==> config.mk <==
export PLATFORM = sky130hd
export DESIGN_NAME = sparse_dense_layer_ctrl
export DESIGN_NICKNAME = d
export VERILOG_FILES = /design/src/rtl/sparse_dense_layer_ctrl.sv
export SDC_FILE = /design/constraint.sdc
export NUM_CORES = 2
export LEC_CHECK = 0
export BUFFER_PORTS_ARGS = -buffer_cell sky130_fd_sc_hd__clkbuf_2
export CAP_MARGIN = 20
export CELL_PAD_IN_SITES_DETAIL_PLACEMENT = 1
export CELL_PAD_IN_SITES_GLOBAL_PLACEMENT = 1
export CORE_MARGIN = 2
export CORE_UTILIZATION = 55
export DETAILED_ROUTE_END_ITERATION = 8
export PLACE_DENSITY_LB_ADDON = 0.15
export SYNTH_ARGS = -nofsm -noshare
export SYNTH_HDL_FRONTEND = slang
export SYNTH_SLANG_ARGS = --single-unit
==> constraint.sdc <==
create_clock -name clk -period 52.2 [get_ports clk]
set_clock_uncertainty 0.15 [all_clocks]
set_input_delay 0 -clock clk [delete_from_list [all_inputs] [get_ports clk]]
set_output_delay 0 -clock clk [all_outputs]
set_load 0.01 [all_outputs]
==> src/rtl/sparse_dense_layer_ctrl.sv <==
// Sparse fully-connected output layer: bias init, zero-skipping
// saturating MAC over non-zero activations, then argmax readout.
module sparse_dense_layer_ctrl #(
  parameter int N_IN  = 16,
  parameter int IN_W  = 8,
  parameter int N_OUT = 10,
  parameter int W_W   = 8,
  parameter int ACC_W = 24,
  parameter int IDX_W = $clog2(N_IN),
  parameter int CLS_W = $clog2(N_OUT)
) (
  input  logic                 clk,
  input  logic                 reset,
  input  logic                 in_valid,
  output logic                 in_ready,
  input  logic [N_IN*IN_W-1:0] in_data,
  output logic                 out_valid,
  input  logic                 out_ready,
  output logic [CLS_W-1:0]     out_class,
  output logic [ACC_W-1:0]     out_score,
  output logic                 sat_flag,
  input  logic                 wr_en,
  input  logic                 wr_bias,
  input  logic [IDX_W-1:0]     wr_addr,
  input  logic [N_OUT*W_W-1:0] wr_data,
  output logic                 busy
);

  localparam int PROD_W = IN_W + W_W + 1;
  localparam int SUM_W  = ((ACC_W > PROD_W) ? ACC_W : PROD_W) + 1;

  typedef enum logic [2:0] {
    IDLE,
    CAPTURE,
    MAC,
    ARGMAX,
    DONE
  } state_t;

  state_t state;

  logic                    inReady;
  logic                    outValid;
  logic                    busyQ;
  logic                    satFlag;
  logic [CLS_W-1:0]        outClass;
  logic signed [ACC_W-1:0] outScore;

  logic signed [W_W-1:0]   weights [N_IN][N_OUT];
  logic signed [W_W-1:0]   biases  [N_OUT];

  logic [IN_W-1:0]         act  [N_IN];
  logic [N_IN-1:0]         mask;
  logic signed [ACC_W-1:0] acc  [N_OUT];

  logic                    rowOk;
  logic [IDX_W-1:0]        selIdx;
  logic signed [PROD_W-1:0] actExt;
  logic signed [PROD_W-1:0] wExt   [N_OUT];
  logic signed [PROD_W-1:0] prod   [N_OUT];
  logic signed [SUM_W-1:0]  sum    [N_OUT];
  logic signed [ACC_W-1:0]  macAcc [N_OUT];
  logic [N_OUT-1:0]         clipVec;
  logic signed [SUM_W-1:0]  accMax;
  logic signed [SUM_W-1:0]  accMin;

  logic [CLS_W-1:0]        bestIdx;
  logic signed [ACC_W-1:0] bestVal;

  assign in_ready  = inReady;
  assign out_valid = outValid;
  assign busy      = busyQ;
  assign sat_flag  = satFlag;
  assign out_class = outClass;
  assign out_score = outScore;

  assign accMax = SUM_W'({(ACC_W-1){1'b1}});
  assign accMin = ~accMax;
  assign rowOk  = int'(wr_addr) < N_IN;

  // Writes land whenever no job is reading the arrays.
  always_ff @(posedge clk) begin
    if (!busyQ && wr_en && rowOk) begin
      for (int j = 0; j < N_OUT; j++) begin
        weights[wr_addr][j] <= wr_data[j*W_W +: W_W];
      end
    end
    if (!busyQ && wr_bias) begin
      for (int j = 0; j < N_OUT; j++) begin
        biases[j] <= wr_data[j*W_W +: W_W];
      end
    end
  end

  // Lowest pending non-zero activation is the next one scheduled.
  always_comb begin
    selIdx = '0;
    for (int i = N_IN - 1; i >= 0; i--) begin
      if (mask[i]) selIdx = IDX_W'(i);
    end
  end

  always_comb begin
    actExt  = $signed(PROD_W'(act[selIdx]));
    clipVec = '0;
    for (int j = 0; j < N_OUT; j++) begin
      wExt[j]   = PROD_W'(weights[selIdx][j]);
      prod[j]   = actExt * wExt[j];
      sum[j]    = SUM_W'(acc[j]) + SUM_W'(prod[j]);
      macAcc[j] = sum[j][ACC_W-1:0];
      if (sum[j] > accMax) begin
        macAcc[j]  = accMax[ACC_W-1:0];
        clipVec[j] = 1'b1;
      end else if (sum[j] < accMin) begin
        macAcc[j]  = accMin[ACC_W-1:0];
        clipVec[j] = 1'b1;
      end
    end
  end

  // Strict compare keeps the lowest index on ties.
  always_comb begin
    bestIdx = '0;
    bestVal = acc[0];
    for (int j = 1; j < N_OUT; j++) begin
      if (acc[j] > bestVal) begin
        bestIdx = CLS_W'(j);
        bestVal = acc[j];
      end
    end
  end

  always_ff @(posedge clk or negedge reset) begin
    if (!reset) begin
      state    <= IDLE;
      inReady  <= 1'b1;
      outValid <= 1'b0;
      busyQ    <= 1'b0;
      satFlag  <= 1'b0;
      outClass <= '0;
      outScore <= '0;
      mask     <= '0;
      for (int k = 0; k < N_IN; k++) begin
        act[k] <= '0;
      end
      for (int j = 0; j < N_OUT; j++) begin
        acc[j] <= '0;
      end
    end else begin
      unique case (state)
        IDLE: begin
          if (in_valid) begin
            for (int k = 0; k < N_IN; k++) begin
              act[k] <= in_data[k*IN_W +: IN_W];
            end
            inReady <= 1'b0;
            busyQ   <= 1'b1;
            state   <= CAPTURE;
          end
        end
        CAPTURE: begin
          for (int k = 0; k < N_IN; k++) begin
            mask[k] <= |act[k];
          end
          for (int j = 0; j < N_OUT; j++) begin
            acc[j] <= ACC_W'(biases[j]);
          end
          satFlag <= 1'b0;
          state   <= MAC;
        end
        MAC: begin
          if (mask == '0) begin
            state <= ARGMAX;
          end else begin
            for (int j = 0; j < N_OUT; j++) begin
              acc[j] <= macAcc[j];
            end
            mask[selIdx] <= 1'b0;
            if (|clipVec) satFlag <= 1'b1;
          end
        end
        ARGMAX: begin
          outClass <= bestIdx;
          outScore <= bestVal;
          outValid <= 1'b1;
          busyQ    <= 1'b0;
          state    <= DONE;
        end
        DONE: begin
          if (out_ready) begin
            outValid <= 1'b0;
            inReady  <= 1'b1;
            state    <= IDLE;
          end
        end
        default: begin
          state    <= IDLE;
          inReady  <= 1'b1;
          outValid <= 1'b0;
          busyQ    <= 1'b0;
        end
      endcase
    end
  end

endmodule

==> impl_metrics.py <==
metrics = {
    "route": {
        "drt_iter0_drc": 11371,
        "routedWlPerCell_um": 32.0,
        "firstDrtPassIters": 7,
        "vias_per_cell": 6.59,
        "ant_nets": 0,
        "vias": 92630,
        "wirelength_um": 450000,
        "drcViolationCount": 0,
    },
    "grt": {
        "grt_pass1_vias": 98780,
        "grt.busiest_layer": "met2",
        "grt_pass1_wl_um": 648000,
        "antenna_found_initial": 92,
        "globalRouteMet1Util": 0.529,
        "gr-usage-met2": 0.663,
        "grt_max_degree": 168,
        "grt_util_met3": 0.132,
        "overflow": 0,
        "grt_use_total": 0.430,
    },
    "yosys": {
        "synthesis.nets": 12401,
        "postSynthAreaPerCell_um2": 10.4,
        "yosysTopAreaCell": "edfxtp_1",
        "netlist.area_leader.share": 0.370,
        "synthTopCellsByArea": "edfxtp_1, ha_1, fa_1",
        "synth.most_common_cell": "nand2_1",
        "ys.flop_type": "edfxtp_1",
        "syn_inst": 10672,
        "synth_enable_flop_cells": 1360,
        "yosys_warnings": 0,
        "synth_commonest_cells": "nand2_1, edfxtp_1, inv_1, ha_1, a21oi_1",
        "synth-seq-cells": 1779,
        "synth_cell_type_count": 88,
        "netlist_area_um2": 111000,
        "ys_seq_area_frac": 0.464,
        "synthArstFlopShare": 0.236,
    },
    "place": {
        "routabilityCongestion": 0.942,
        "portBuffers": 249,
        "hpwl_um": 267000,
    },
    "cts": {
        "cts_setup_buffers": 0,
        "clk_transition_reported_paths_ps": 70,
        "cts_root_buffer": "clkbuf_16",
        "clock_path_buffers": 3,
        "cts_resized": 0,
        "cts.sink_count": 1779,
        "cts_inserted_buffers": 190,
        "h-tree-depth": 4,
        "clock_latency_ps": 940,
        "cts_tree": "yes",
    },
    "critical_path": {
        "cp_max_fo": 45,
        "end_kind": "flop",
        "cp.arrival_ps": 31490,
        "rrSetupSlack_ps": 21320,
        "worstSetupPathType": "reg2reg",
        "slowest_stage": "a31o_2",
        "critical_path.max_stage_delay_ps": 760,
        "cp_data_required_time_ps": 52800,
        "worst_setup_path_start_kind": "flop",
    },
    "sta": {
        "setup_viol_count_final": 0,
        "timing.setup.tns_ps": 0,
        "tightestPinTransition_ps": 1370,
        "period_minus_slack_ps": 30880,
        "period_share": 0.592,
        "rsz0062_at_grt": "false",
        "fmax_mhz": 32.4,
        "maxSlewViolCount": 0,
        "maxSlewHeadroom": 0.0822,
        "hold_violations": 0,
    },
    "run_status": {
        "status": "finished, final reports clean",
    },
    "floorplanning": {
        "ios": 250,
        "core_region_area_um2": 200000,
        "start_util": 0.553,
        "die_area_um2": 205000,
        "rows": 164,
        "die_height_um": 452,
        "die_w_um": 452,
    },
    "layout": {
        "layout-drive-gt1-share": 0.0944,
        "final_nets": 12893,
        "area_delta_synth_final_pct": 13.9,
    },
    "flow_run": {
        "drv_cap": 0,
    },
    "worst_hold_path": {
        "hold_class": "in2reg",
    },
}
## path summary, 6_finish.rpt
kind                                        startpoint                        end  cells after the start
worst min register to register  biases[3][1]$_DFFE_PP_       acc[145]$_DFFE_PN0P_                      2
worst min-delay path                        wr_data[7]   weights[8][79]$_DFFE_PP_                      2
min in group asynchronous                        reset       acc[122]$_DFFE_PN0P_                      4
max in group asynchronous                        reset   out_score[6]$_DFFE_PN0P_                      6
worst max register to register    acc[239]$_DFFE_PN0P_  out_score[10]$_DFFE_PN0P_                    135
worst max-delay path              acc[239]$_DFFE_PN0P_  out_score[10]$_DFFE_PN0P_                    135
## stage by stage
step | setup slack, ps | cell area [um^2] | utilization | hold WS (ps) | instances
final | 21320 | 126000 | 0.630 | 16.9 | 14062
after global routing | 18730 | 126000 | 0.630 | 12.8 | 14039
after CTS | 21870 | 126000 | 0.629 | 2.41 | 13982
after detailed placement | 22010 | 115000 | 0.578 | -83.0 | 13253
after global placement | 23030 | 115000 | 0.578 | -92.9 | 13249
after floorplan | 27480 | 111000 | - | -446 | 10672
## sequential cells by signal, indices dropped and copies added, names as in the netlist
signal	cells
act	128
out_valid	1
mask	16
out_score	24
weights	1280
biases	80
in_ready	1
busy	1
acc	240
sat_flag	1
out_class	4
state	3
## final cells by class
| type | instances | area, um^2 |
|---|---|---|
| Inverter | 1101 | 4130 |
| Sequential cell | 1779 | 51300 |
| Antenna cell | 76 | 190 |
| Multi-Input combinational cell | 7286 | 53900 |
| Fill cell | 20949 | 73800 |
| Clock buffer | 241 | 5080 |
| Tap cell | 2656 | 3320 |
| Clock inverter | 117 | 1440 |
| Timing Repair Buffer | 806 | 6490 |
## routing by layer
| layer | routed length (um) | vias to the layer above |
|---|---|---|
| li1 | - | 37524 |
| met1 | 162000 | 46390 |
| met2 | 203000 | 6642 |
| met3 | 54100 | 2026 |
| met4 | 31300 | 48 |
| met5 | 530 | - |
## timing repair
| item | CTS | global route |
|---|---|---|
| endpoints found under the hold margin | 1999 | 0 |
| hold buffers | 371 | 0 |
| setup endpoints to repair | 0 | 0 |
## worst max-delay path: cells and delay by family (launching register included)
kind | cells | cell delay (ps)
AO/OA/AOI/OAI | 66 | 14950
XOR/XNOR | 1 | 180
adder cells (fa/ha/maj) | 9 | 2850
buffers and inverters | 11 | 2470
flip-flops | 1 | 340
multiplexers | 3 | 910
AND/OR/NAND/NOR | 45 | 8850
## layout by cell type, fill, tap and decap left out, types with 23 or more instances in the layout
cell           count
clkbuf_2         248
and3_1           131
a211oi_1          36
o21ai_0          222
edfxtp_1        1360
mux2i_1           31
fa_1             529
clkinv_1          37
mux2_2           142
diode_2           76
xor2_1           100
nand3_1          539
or2_2             70
nand2b_1          57
o22ai_1           71
nor4_1            47
dlygate4sd3_1    370
o21ai_1           25
o21bai_1         142
nor3_1            32
clkbuf_16        191
a2111oi_2         33
dfrtp_1          418
inv_1           1101
a22oi_1           56
nand2_1         2163
clkbuf_1          39
buf_4            174
clkinv_2          33
nor2b_1           68
bufinv_16         23
ha_1             982
a21oi_1          622
nand4_1           43
xnor2_1          112
a21o_1            76
a211o_1           33
nor2_1           487
and2_1            51
a31oi_1          153
## cell families (layout without fill, tap and decap cells)
logic type / Yosys count / count (layout) / share of synthesized area
simple gates: 3753 / 3753 / 0.146
fa+ha+maj: 1525 / 1525 / 0.208
compound gates: 1601 / 1601 / 0.0891
mux: 194 / 194 / 0.0201
flops: 1779 / 1779 / 0.464
other cells: 0 / 76 / 0
buf+inv: 1607 / 2265 / 0.0549
xor+xnor: 213 / 213 / 0.0171
Power is left out: the tool's default activity adds up to more than one toggle a clock period on the data nets, which glitch-free logic cannot reach.
